==> src/rtl/keypad_pin_collector.sv <==
// Keypad PIN collector: buffers four BCD digits and delivers them on ENTER
// as a 16-bit word with a one-cycle valid strobe.
module keypad_pin_collector #(
    parameter int unsigned TIMEOUT_CYCLES = 16'd50000,
    parameter int unsigned CNT_W          = 16
) (
    input  logic        clock,
    input  logic        reset,
    input  logic        habilitar,
    input  logic        tecla_valida,
    input  logic [3:0]  digito,
    input  logic        tecla_enter,
    input  logic        tecla_borrar,
    output logic [15:0] clave_ingresada,
    output logic        clave_valida,
    output logic [2:0]  cuenta_digitos,
    output logic        digito_invalido,
    output logic        entrada_incompleta,
    output logic        tiempo_agotado
);

    typedef enum logic [1:0] {
        ESPERA  = 2'd0,
        CAPTURA = 2'd1,
        LISTA   = 2'd2,
        ENTREGA = 2'd3
    } state_e;

    // Timer fires on the idle cycle that would bring it to TIMEOUT_CYCLES-1
    localparam logic [CNT_W-1:0] LIMIT = CNT_W'(TIMEOUT_CYCLES - 2);

    state_e             state_q;
    logic [15:0]        buffer_q;
    logic [2:0]         count_q;
    logic [CNT_W-1:0]   tmr_q;
    logic [15:0]        clave_q;
    logic               valida_q;
    logic               inv_q;
    logic               inc_q;
    logic               to_q;

    logic legal;
    assign legal = (digito <= 4'd9);

    always_ff @(posedge clock or negedge reset) begin
        if (!reset) begin
            state_q  <= ESPERA;
            buffer_q <= 16'h0000;
            count_q  <= 3'd0;
            tmr_q    <= '0;
            clave_q  <= 16'h0000;
            valida_q <= 1'b0;
            inv_q    <= 1'b0;
            inc_q    <= 1'b0;
            to_q     <= 1'b0;
        end else begin
            valida_q <= 1'b0;
            inv_q    <= 1'b0;
            inc_q    <= 1'b0;
            to_q     <= 1'b0;
            unique case (state_q)
                ESPERA: begin
                    tmr_q <= '0;
                    if (!habilitar || tecla_borrar) begin
                        buffer_q <= 16'h0000;
                        count_q  <= 3'd0;
                    end else if (tecla_enter) begin
                        inc_q <= 1'b1;
                    end else if (tecla_valida) begin
                        if (!legal) begin
                            inv_q <= 1'b1;
                        end else begin
                            buffer_q <= {12'h000, digito};
                            count_q  <= 3'd1;
                            state_q  <= CAPTURA;
                        end
                    end
                end
                CAPTURA, LISTA: begin
                    if (!habilitar || tecla_borrar) begin
                        buffer_q <= 16'h0000;
                        count_q  <= 3'd0;
                        tmr_q    <= '0;
                        state_q  <= ESPERA;
                    end else if (tecla_enter) begin
                        if (state_q == LISTA) begin
                            clave_q  <= buffer_q;
                            valida_q <= 1'b1;
                            state_q  <= ENTREGA;
                        end else begin
                            inc_q   <= 1'b1;
                            state_q <= ESPERA;
                        end
                        buffer_q <= 16'h0000;
                        count_q  <= 3'd0;
                        tmr_q    <= '0;
                    end else if (tecla_valida) begin
                        if (!legal || state_q == LISTA) begin
                            inv_q <= 1'b1;
                        end else begin
                            buffer_q <= {buffer_q[11:0], digito};
                            count_q  <= count_q + 3'd1;
                            tmr_q    <= '0;
                            if (count_q == 3'd3) state_q <= LISTA;
                        end
                    end else if (tmr_q >= LIMIT) begin
                        to_q     <= 1'b1;
                        buffer_q <= 16'h0000;
                        count_q  <= 3'd0;
                        tmr_q    <= '0;
                        state_q  <= ESPERA;
                    end else begin
                        tmr_q <= tmr_q + CNT_W'(1);
                    end
                end
                ENTREGA: begin
                    buffer_q <= 16'h0000;
                    count_q  <= 3'd0;
                    tmr_q    <= '0;
                    state_q  <= ESPERA;
                end
                default: begin
                    buffer_q <= 16'h0000;
                    count_q  <= 3'd0;
                    tmr_q    <= '0;
                    state_q  <= ESPERA;
                end
            endcase
        end
    end

    assign clave_ingresada    = clave_q;
    assign clave_valida       = valida_q;
    assign cuenta_digitos     = count_q;
    assign digito_invalido    = inv_q;
    assign entrada_incompleta = inc_q;
    assign tiempo_agotado     = to_q;

endmodule

==> config.mk <==
export PLATFORM = sky130hd
export DESIGN_NAME = keypad_pin_collector
export DESIGN_NICKNAME = d
export VERILOG_FILES = /design/src/rtl/keypad_pin_collector.sv
export SDC_FILE = /design/constraint.sdc
export NUM_CORES = 1
export LEC_CHECK = 0
export ABC_AREA = 1
export BUFFER_PORTS_ARGS = -buffer_cell sky130_fd_sc_hd__buf_2
export CAP_MARGIN = 15
export CORE_UTILIZATION = 60
export CTS_BUF_LIST = sky130_fd_sc_hd__clkbuf_8
export CTS_CLUSTER_DIAMETER = 120
export DETAILED_ROUTE_END_ITERATION = 6
export GPL_ROUTABILITY_DRIVEN = 0
export GPL_TIMING_DRIVEN = 0
export PLACE_DENSITY = 0.93
export SLEW_MARGIN = 40
export SYNTH_ARGS = -nofsm -noshare
export SYNTH_HDL_FRONTEND = slang
export SYNTH_SLANG_ARGS = --single-unit
==> constraint.sdc <==
create_clock -name clock -period 2.5 [get_ports clock]
set_clock_uncertainty 0.1 [all_clocks]
set_input_delay 0.5 -clock clock [delete_from_list [all_inputs] [get_ports clock]]
set_output_delay 0.5 -clock clock [all_outputs]
set_load 0.05 [all_outputs]
==> impl_metrics.py <==
metrics = {
    "cts": {
        "worstSkewPairLatency_ns": 0.33,
        "post-cts-setup-buffers": 0,
        "cts_tree": "built",
        "cts.sinks": 57,
        "cts_buffers": 9,
        "cts_root_buf": "clkbuf_8",
        "clk_pin_slew_worst_paths_ns": 0.06,
        "cts_resized": 0,
        "cts_hold_buf": 0,
        "clk_path_buf_depth": 2,
        "htreeDepth": 3,
    },
    "worst_setup_path": {
        "crit_path_cell_trace": "inv_1 -> ha_1 -> inv_1 -> nor4_4 -> nand3_2 -> nand2_2 -> buf_6 -> buf_6 -> o21ai_2",
        "cp.arrival_ns": 2.30,
        "crit_cells": 9,
        "crit_buf_inv": 4,
        "critPathMaxStageDelay_ns": 0.40,
        "startpoint_type": "register",
        "r2r_end": "buffer_q[3]",
        "ff2ff_path_depth": 9,
        "r2r_slack_ns": 0.32,
        "worstPathMaxFanout": 10,
        "endpoint_kind": "register",
        "r2r_start": "state_q[0]",
        "critPathRequiredTime_ns": 2.62,
        "worstSetupStartpoint": "state_q[0]",
        "crit_end": "buffer_q[3]",
        "critPathKind": "reg -> reg",
        "crit_slowest_cell": "ha_1",
        "crit_family": "simple AND/OR/NAND/NOR gates",
    },
    "run_status": {
        "status": "finished, final reports clean",
    },
    "finish": {
        "final_cell_area_um2": 3220,
        "area_growth_pct": 15.9,
        "antennaDiodeCount": 0,
        "layout-drive-gt1-share_pct": 29.4,
        "final_cells": 389,
        "nNetsFinal": 349,
        "final_util_pct": 73.0,
    },
    "floorplanning": {
        "die_area_um2": 4910,
        "core-area_um2": 4410,
        "rows": 24,
        "pin_count": 33,
        "die_y_um": 70.1,
        "die_w_um": 70.1,
        "initial_core_util_pct": 63.0,
    },
    "yosys": {
        "ys_async_sr_fraction_pct": 100,
        "synth.distinct_cells": 35,
        "synthFlopType": "dfrtp_1",
        "synth_cells": 289,
        "avgSynthCellArea_um2": 9.62,
        "synth_area_leader_cell": "dfrtp_1",
        "synthTopCellsByArea": "dfrtp_1 (51%), nand2_1 (8.8%), mux2_2 (6.5%), inv_1 (4.1%), o21ai_2 (3.8%)",
        "synth_edf_count": 0,
        "yosys.area.top_type_share_pct": 51.3,
        "ys_seq_area_share_pct": 51.3,
        "syn-cell-area_um2": 2780,
        "ys_warn_count": 0,
        "ys_ff_latch": 57,
        "synth_nets": 306,
    },
    "sta": {
        "period_minus_slack_ns": 2.18,
        "fin_ws_ns": 0.321,
        "fmax_mhz": 459,
        "setup_violations": 0,
        "rsz0062_at_grt": "false",
        "drv_slew": 0,
        "finalSetupTns_ns": 0,
        "relSlewSlack_pct": 52.4,
        "timing.final.crit_share_pct": 87.2,
        "hold_ws_ns": 0.107,
        "worst_pin_slew_ns": 0.714,
        "final-hold-violation-count": 0,
    },
    "grt": {
        "grt_pass1_wl_um": 10000,
        "grt_usage_pct": 27.0,
        "grt_pass1_vias": 2108,
        "antenna_found_initial": 0,
        "grt-ovfl-total": 0,
        "grt_max_degree": 58,
    },
    "pwr": {
        "irDropWorstVdd_mv": 0.459,
        "leakage_nw": 1.61,
        "cellPowerDensity_nw_per_um2": 697,
        "total_power_mw": 2.25,
    },
    "detailed_routing": {
        "wl_per_cell_um": 15.1,
        "vias": 2153,
        "ant_nets": 0,
        "drt_iter0_markers": 188,
        "vias_per_cell": 5.53,
        "drt_wl_total_um": 5870,
        "drtPass1Iterations": 4,
        "drc_errors": 0,
    },
    "placed_design": {
        "dpl.hpwl_um": 3850,
        "place_inst": 373,
        "placed_area_um2": 3010,
        "portBuffers": 32,
        "post-place-ws_ns": 0.358,
    },
    "run": {
        "maxCapViolations": 0,
    },
    "min_path": {
        "hold_path_class": "in -> async",
    },
}
## kinds of logic (layout without fill, tap and decap cells)
kind of cell               count (synthesis)  in the layout  share of synthesized area [%]
adders and majority gates                  7              7                           3.15
DFF                                       57             57                           51.3
xor gates and xnor gates                   6              6                           1.89
buffers and inverters                     39             87                           6.66
AOI/OAI and AO/OA                         42             42                           10.0
muxes                                     16             16                           6.48
and+or+nand+nor                          122            122                           20.5
## cell usage after synthesis, drive strengths merged, types with 4 or more instances
master	count
a21oi	9
buf	6
dfrtp	57
ha	7
inv	32
mux2	16
nand2	69
nand3	15
nand4	5
nor2	27
nor3	4
o21ai	27
xor2	5
## flip-flops by register name (all words and copies together), names as in the netlist
name,count
entrada_incompleta,1
tmr_q,16
cuenta_digitos,3
clave_ingresada,16
digito_invalido,1
state_q,2
clave_valida,1
tiempo_agotado,1
buffer_q,16
## area by class of cell
class,instances,area [um2]
clock buffers,12,165
repair buffers,32,163
fillers,299,1190
flip-flops and latches,57,1430
well taps,52,65.1
clock inverters,4,50.0
plain buffers,7,65.1
inverters,32,120
multi-input cells,193,1170
## power by group
part	switching [mW]	internal, mW	leakage [nW]
Combinational	0.254	0.112	0.716
Clock	0.366	0.540	0.105
Sequential	0.0238	0.950	0.792
Total	0.644	1.60	1.61
## routing by layer
metal,track usage [%],up-vias,wire length [um]
met5,0,-,0
met4,13.3,0,131
met3,5.92,16,320
met2,43.9,76,2960
met1,34.0,1027,2450
li1,-,1034,-
## cell usage in the layout, fill, tap and decap left out
master      synthesis  layout
nor3_2              1       1
buf_4               1       2
o21a_1              1       1
nand3_2             2       2
dfrtp_1            57      57
nor3_1              3       3
xor2_1              5       5
inv_1              30      30
inv_2               2       2
nand4_1             5       5
nor2_1             24      24
mux2_2             16      16
nand2_2             4       4
nand3_4             1       1
clkinvlp_4          0       2
o21ai_0            12      12
nor2_2              1       1
bufinv_16           0       1
clkbuf_2            1       1
ha_1                7       7
a31oi_1             2       2
nand3_1            12      12
buf_12              1       1
nand2_1            65      65
nor4_1              1       1
nor4_4              1       1
clkbuf_8            0      12
buf_6               2       2
xnor2_1             1       1
buf_2               2      33
a21oi_4             1       1
o21ai_1             3       3
o21ai_2            12      12
clkinv_2            0       1
a31o_2              1       1
o22ai_1             1       1
nor2_4              2       2
o21bai_1            1       1
a21oi_1             8       8
## worst min-delay path by stage
stage,start,endpoint,slack (ns),cells after the start
floorplan,reset,buffer_q[0],0.10,0
global route,reset,clave_ingresada[1],0.16,1
CTS,reset,clave_ingresada[3],0.14,1
detailed placement,buffer_q[15],buffer_q[15],0.37,2
global placement,buffer_q[13],buffer_q[13],0.36,2
finish,reset,clave_ingresada[3],0.11,1
Power figures use the tool's default switching activity.
